### config.mk
export PLATFORM = sky130hd
export DESIGN_NAME = pipeline_hazard_controller_flat
export DESIGN_NICKNAME = d
export VERILOG_FILES = /design/src/rtl/pipeline_hazard_controller_if.sv /design/src/rtl/pipeline_hazard_controller.sv /design/src/flat_wrapper.sv
export SDC_FILE = /design/constraint.sdc
export NUM_CORES = 1
export LEC_CHECK = 0
export ABC_AREA = 1
export ABC_CLOCK_PERIOD_IN_PS = 1650
export BUFFER_PORTS_ARGS = -buffer_cell sky130_fd_sc_hd__buf_2
export CAP_MARGIN = 10
export CORE_ASPECT_RATIO = 1.5
export CORE_MARGIN = 2
export CORE_UTILIZATION = 40
export CTS_CLUSTER_SIZE = 30
export DETAILED_ROUTE_END_ITERATION = 6
export MAX_ROUTING_LAYER = met4
export PLACE_DENSITY = 0.67
export REMOVE_ABC_BUFFERS = 1
export SLEW_MARGIN = 20
export SYNTH_ARGS = -nofsm -noshare
export SYNTH_HDL_FRONTEND = slang
export SYNTH_SLANG_ARGS = --single-unit
### constraint.sdc
create_clock -name clk -period 1.65 [get_ports clk]
set_clock_uncertainty 0.2 [all_clocks]
set_input_delay 0.33 -clock clk [delete_from_list [all_inputs] [get_ports clk]]
set_output_delay 0.33 -clock clk [all_outputs]
set_load 0.01 [all_outputs]
### src/rtl/pipeline_hazard_controller_if.sv
// Hazard-controller signal bundle between the ID/EX pipeline stages and the sequencer.
// The pipeline side uses the master modport; the controller uses the slave modport.
interface pipeline_hazard_controller_if;
  logic [4:0]  ID_rs;
  logic [4:0]  ID_rt;
  logic        ID_UseRs;
  logic        ID_UseRt;
  logic        ID_MulDiv;
  logic        ID_ReadHiLo;
  logic        EX_MemRead;
  logic [4:0]  EX_rt;
  logic        EX_BranchTaken;
  logic        PC_Write;
  logic        IF_ID_Write;
  logic        IF_ID_Flush;
  logic        ID_EX_Bubble;
  logic        MulDiv_Start;
  logic        MulDiv_Busy;
  logic [15:0] StallCycles;

  modport master (
    output ID_rs, ID_rt, ID_UseRs, ID_UseRt, ID_MulDiv, ID_ReadHiLo,
    output EX_MemRead, EX_rt, EX_BranchTaken,
    input  PC_Write, IF_ID_Write, IF_ID_Flush, ID_EX_Bubble,
    input  MulDiv_Start, MulDiv_Busy, StallCycles
  );

  modport slave (
    input  ID_rs, ID_rt, ID_UseRs, ID_UseRt, ID_MulDiv, ID_ReadHiLo,
    input  EX_MemRead, EX_rt, EX_BranchTaken,
    output PC_Write, IF_ID_Write, IF_ID_Flush, ID_EX_Bubble,
    output MulDiv_Start, MulDiv_Busy, StallCycles
  );
endinterface

### src/rtl/pipeline_hazard_controller.sv
// Stall/flush sequencer for the 5-stage MIPS pipeline: load-use, taken-branch flush,
// and mult/div (HI/LO) occupancy, plus a saturating stall-cycle counter.
//
// state   | meaning
// RUN     | mult/div unit idle, a mult/div in ID may start
// MD_BUSY | mult/div unit occupied, r_cnt counts remaining busy cycles
module pipeline_hazard_controller #(
  parameter int MULDIV_LATENCY = 32,
  parameter int CNT_W          = 6
) (
  input  logic                          clk,
  input  logic                          reset,
  pipeline_hazard_controller_if.slave   hz
);

  typedef enum logic {RUN, MD_BUSY} state_t;

  localparam logic [CNT_W-1:0] LAT = CNT_W'(MULDIV_LATENCY);

  state_t           r_state;
  state_t           w_state_nxt;
  logic [CNT_W-1:0] r_cnt;
  logic [CNT_W-1:0] w_cnt_nxt;
  logic [15:0]      r_stall_cnt;

  logic w_busy;
  logic w_load_use;
  logic w_md_hazard;
  logic w_flush;
  logic w_stall;
  logic w_start;

  assign w_busy      = (r_state == MD_BUSY);
  assign w_load_use  = hz.EX_MemRead && (hz.EX_rt != 5'd0) &&
                       ((hz.ID_UseRs && (hz.ID_rs == hz.EX_rt)) ||
                        (hz.ID_UseRt && (hz.ID_rt == hz.EX_rt)));
  assign w_md_hazard = w_busy && (hz.ID_MulDiv || hz.ID_ReadHiLo);
  assign w_flush     = hz.EX_BranchTaken;
  // A taken branch kills the ID instruction, so it overrides any stall or start.
  assign w_stall     = !w_flush && (w_load_use || w_md_hazard);
  assign w_start     = hz.ID_MulDiv && !w_stall && !w_flush;

  assign hz.PC_Write     = !reset && !w_stall;
  assign hz.IF_ID_Write  = !reset && !w_stall;
  assign hz.IF_ID_Flush  = !reset && w_flush;
  assign hz.ID_EX_Bubble = !reset && (w_flush || w_stall);
  assign hz.MulDiv_Start = !reset && w_start;
  assign hz.MulDiv_Busy  = !reset && w_busy;
  assign hz.StallCycles  = r_stall_cnt;

  always_comb begin
    w_state_nxt = r_state;
    w_cnt_nxt   = r_cnt;
    case (r_state)
      RUN: begin
        if (w_start) begin
          w_state_nxt = MD_BUSY;
          w_cnt_nxt   = LAT;
        end
      end
      MD_BUSY: begin
        if (r_cnt == CNT_W'(1)) begin
          w_state_nxt = RUN;
          w_cnt_nxt   = '0;
        end else begin
          w_cnt_nxt   = r_cnt - CNT_W'(1);
        end
      end
      default: begin
        w_state_nxt = RUN;
        w_cnt_nxt   = '0;
      end
    endcase
  end

  always_ff @(posedge clk) begin
    if (reset) begin
      r_state     <= RUN;
      r_cnt       <= '0;
      r_stall_cnt <= '0;
    end else begin
      r_state <= w_state_nxt;
      r_cnt   <= w_cnt_nxt;
      if (w_stall && (r_stall_cnt != 16'hFFFF)) begin
        r_stall_cnt <= r_stall_cnt + 16'd1;
      end
    end
  end

endmodule

### src/flat_wrapper.sv
// flat-port wrapper written by rule: the top's interface ports become plain ports
module pipeline_hazard_controller_flat 
#(
  parameter int MULDIV_LATENCY = 32,
  parameter int CNT_W          = 6
)
  (clk, reset, hz_ID_rs, hz_ID_rt, hz_ID_UseRs, hz_ID_UseRt, hz_ID_MulDiv, hz_ID_ReadHiLo, hz_EX_MemRead, hz_EX_rt, hz_EX_BranchTaken, hz_PC_Write, hz_IF_ID_Write, hz_IF_ID_Flush, hz_ID_EX_Bubble, hz_MulDiv_Start, hz_MulDiv_Busy, hz_StallCycles);
  pipeline_hazard_controller_if hz_i ();
  input  logic clk;
  input  logic reset;
  input wire logic [$bits(hz_i.ID_rs)-1:0] hz_ID_rs;
  input wire logic [$bits(hz_i.ID_rt)-1:0] hz_ID_rt;
  input wire logic [$bits(hz_i.ID_UseRs)-1:0] hz_ID_UseRs;
  input wire logic [$bits(hz_i.ID_UseRt)-1:0] hz_ID_UseRt;
  input wire logic [$bits(hz_i.ID_MulDiv)-1:0] hz_ID_MulDiv;
  input wire logic [$bits(hz_i.ID_ReadHiLo)-1:0] hz_ID_ReadHiLo;
  input wire logic [$bits(hz_i.EX_MemRead)-1:0] hz_EX_MemRead;
  input wire logic [$bits(hz_i.EX_rt)-1:0] hz_EX_rt;
  input wire logic [$bits(hz_i.EX_BranchTaken)-1:0] hz_EX_BranchTaken;
  output wire logic [$bits(hz_i.PC_Write)-1:0] hz_PC_Write;
  output wire logic [$bits(hz_i.IF_ID_Write)-1:0] hz_IF_ID_Write;
  output wire logic [$bits(hz_i.IF_ID_Flush)-1:0] hz_IF_ID_Flush;
  output wire logic [$bits(hz_i.ID_EX_Bubble)-1:0] hz_ID_EX_Bubble;
  output wire logic [$bits(hz_i.MulDiv_Start)-1:0] hz_MulDiv_Start;
  output wire logic [$bits(hz_i.MulDiv_Busy)-1:0] hz_MulDiv_Busy;
  output wire logic [$bits(hz_i.StallCycles)-1:0] hz_StallCycles;
  assign hz_i.ID_rs = hz_ID_rs;
  assign hz_i.ID_rt = hz_ID_rt;
  assign hz_i.ID_UseRs = hz_ID_UseRs;
  assign hz_i.ID_UseRt = hz_ID_UseRt;
  assign hz_i.ID_MulDiv = hz_ID_MulDiv;
  assign hz_i.ID_ReadHiLo = hz_ID_ReadHiLo;
  assign hz_i.EX_MemRead = hz_EX_MemRead;
  assign hz_i.EX_rt = hz_EX_rt;
  assign hz_i.EX_BranchTaken = hz_EX_BranchTaken;
  assign hz_PC_Write = hz_i.PC_Write;
  assign hz_IF_ID_Write = hz_i.IF_ID_Write;
  assign hz_IF_ID_Flush = hz_i.IF_ID_Flush;
  assign hz_ID_EX_Bubble = hz_i.ID_EX_Bubble;
  assign hz_MulDiv_Start = hz_i.MulDiv_Start;
  assign hz_MulDiv_Busy = hz_i.MulDiv_Busy;
  assign hz_StallCycles = hz_i.StallCycles;
  pipeline_hazard_controller #(.MULDIV_LATENCY(MULDIV_LATENCY), .CNT_W(CNT_W)) u_core (.clk(clk), .reset(reset), .hz(hz_i));
endmodule
==> results.sh <==
export IMPL_netlist_area_mm2=0.001577
export IMPL_whs_path_depth=2
export IMPL_setup_viol=5
export IMPL_synth_most_common_cell="nand2_1"
export IMPL_synth_compound_area_share_pct=10.63
export IMPL_path_max_fanout=3
export IMPL_rsz0062_at_grt="yes"
export IMPL_multiInputGateArea_mm2=0.001007
export IMPL_grt_pass1_wl_um=7458
export IMPL_avgSynthCellArea_um2=6.357
export IMPL_max_freq_mhz=552.5
export IMPL_timing_rr_end="u_core.hz.StallCycles[8]"
export IMPL_cap_violations=0
export IMPL_drc=0
export IMPL_chipWidth_um=55.26
export IMPL_ios=45
export IMPL_ys_types=25
export IMPL_rows=28
export IMPL_synth_edf_count=0
export IMPL_worst_slack_ns=-0.1598
export IMPL_crit_type="input pin to primary output"
export IMPL_status="finished, violations left"
export IMPL_hold_viol=0
export IMPL_ir_drop_mv=0.3682
export IMPL_ys_top_cells_by_area="dfxtp_1 29%, nand2_1 16%, nand3_1 9.2%, a21oi_1 7.3%, xor2_1 6.7%"
export IMPL_fp_dieH_um=80.89
export IMPL_start_util_pct=40.91
export IMPL_drv_slew=0
export IMPL_crit_arrival_ns=1.28
export IMPL_grt_max_degree=17
export IMPL_p_leak_uw=0.001086
export IMPL_grt_pass1_vias=1758
export IMPL_reg2reg_from="u_core.hz.StallCycles[0]"
export IMPL_clock_sinks=23
export IMPL_drtIter0Drc=55
export IMPL_ys_seq_area_share_pct=29.21
export IMPL_synth_ff_type="dfxtp_1"
export IMPL_violations="negative setup slack"
export IMPL_placedInstanceArea_mm2=0.002057
export IMPL_cp_end_kind="primary output"
export IMPL_wl_per_cell_um=12.06
export IMPL_clock_latency_ns=0.27
export IMPL_synth_top_area_share_pct=29.21
export IMPL_tightest_slew_ns=0.2419
export IMPL_relSlewSlack_pct=83.75
export IMPL_via_per_inst=5.027
export IMPL_place_ws_ns=-0.2070
export IMPL_dieArea_mm2=0.004470
export IMPL_yosys_warnings=0
export IMPL_track_usage_pct=21.06
export IMPL_firstDrtPassIters=4
export IMPL_start_kind="input pin"
export IMPL_grt_ovfl_total=0
export IMPL_postLayoutCellArea_mm2=0.002293
export IMPL_core_mm2=0.003854
export IMPL_via_count=1840
export IMPL_reg2reg_depth=7
export IMPL_synth_largest_area_cell="dfxtp_1"
export IMPL_synthSimpleGateAreaFrac_pct=38.73
export IMPL_area_delta_synth_final_pct=45.48
export IMPL_synth_xor_area_share_pct=8.333
export IMPL_clock_path_buffers=2
export IMPL_hold_class="input pin to register"
export IMPL_synth_fa_ha_area_share_pct=2.381
export IMPL_drive_above_1_share_pct=36.76
export IMPL_io_buffer_count=44
export IMPL_synth_mux_area_share_pct=0
export IMPL_cts_made_buffers=3
export IMPL_dp_hpwl_um=3331
export IMPL_finalCriticalPeriod_ns=1.810
export IMPL_synthTopCellsByCount="66 x nand2_1, 29 x nand3_1, 27 x inv_1"
export IMPL_ant_nets=0
export IMPL_drt_total_wl_um=4414
export IMPL_rrSetupSlack_ns=0
export IMPL_fin_crit_sh_pct=109.7
export IMPL_ys_seq_elements=23
export IMPL_seqCellArea_um2=469.2
export IMPL_syn_inst=248
export IMPL_cts_tree="built"
export IMPL_fin_nets=348
export IMPL_fill_cells=380
export IMPL_synthArstFlopShare_pct=0
export IMPL_root_buffer="clkbuf_8"
export IMPL_hold_end="u_core.r_cnt[5]"
export IMPL_worstHoldStart="reset"
export IMPL_synth_top_family_by_area="simple AND/OR/NAND/NOR gates"
export IMPL_clkSlewWorstSetupHoldPaths_ns=0.09
export IMPL_place_gp_congestion=0.8340
export IMPL_critical_path_required_ns=1.12
export IMPL_powerDensity_mw_per_mm2=538.2
export IMPL_cts_hold_buf=0
export IMPL_diodes=0
export IMPL_grt_antenna_before_repair=0
export IMPL_h_tree_depth=1
[through the flow]
stage	TNS [ns]	total power (uW)	utilization (%)	hold slack, ns	std cells
CTS	-0.5782	1223	57.01	0.2016	365
finish	-0.5463	1234	59.51	0.1989	366
global placement	-2.655	831.4	53.38	0.2762	361
floorplan	-3.787	731.2	-	0.1991	241
detailed placement	-3.090	836.8	53.38	0.2777	361
global route	-1.944	1298	59.51	0.2308	366
[final cells by class]
cell class,count,area share [%]
timing repair buffer,76,24.82
sequential,23,20.46
clock buffer,3,1.800
multi-input combinational,184,43.92
tap,45,2.455
inverter,34,6.328
clock inverter,1,0.2182
[report_power, final]
part           internal (uW)  switching, uW
sequential               571           15.6
clock                    169            198
combinational            129            151
[registers in the layout, indices dropped and copies added (netlist names)]
signal and flops:
u_core.hz.StallCycles 16, u_core.r_state 1, u_core.r_cnt 6
[logic make-up (layout without fill, tap and decap cells)]
family,after synthesis,after routing
xor+xnor,15,15
compound gates,31,31
buf+inv,41,114
flops,23,23
simple gates,135,135
fa+ha+maj,3,3
[placed cells by master (no fill, tap or decap), types with 5 or more instances in the layout]
master,instances
a21oi_1,23
buf_2,31
buf_4,31
buf_6,9
dfxtp_1,18
inv_1,24
inv_2,5
nand2_1,60
nand2_2,7
nand3_1,29
nor2_1,16
nor2_2,5
xor2_1,12
[worst max path at each step]
stage / endpoint / cells after the start / from
3_3_place_gp: hz_ID_EX_Bubble / 10 / hz_EX_rt[3]
2_1_floorplan: u_core.hz.StallCycles[12] / 7 / u_core.hz.StallCycles[0]
3_5_place_dp: hz_PC_Write / 9 / hz_EX_rt[3]
6_report: hz_ID_EX_Bubble / 10 / hz_EX_rt[1]
4_1_cts: hz_PC_Write / 11 / hz_EX_rt[0]
5_1_grt: hz_ID_EX_Bubble / 12 / hz_ID_rs[1]
[worst max-delay path: stages]
cell and delay [ns]:
buf_8 0.10, inv_4 0.05, nand4_1 0.10, o21ai_1 0.14
inv_1 0.06, nand2_2 0.11, nand2_2 0.07, o21ai_1 0.14
inv_1 0.05, buf_2 0.13
[layer usage]
layer | track usage, % | wire length [um]
met5 | - | 0
met4 | 6.341 | 19
met3 | 2.707 | 158
met2 | 42.74 | 2543
met1 | 20.43 | 1693
[repair_timing]
item / CTS / global route
buffers inserted: 1 / 1
gates resized for setup: 23 / 30
endpoints found under the setup margin: 19 / 21
pin swaps: 12 / 24
Power figures use the tool's default switching activity.
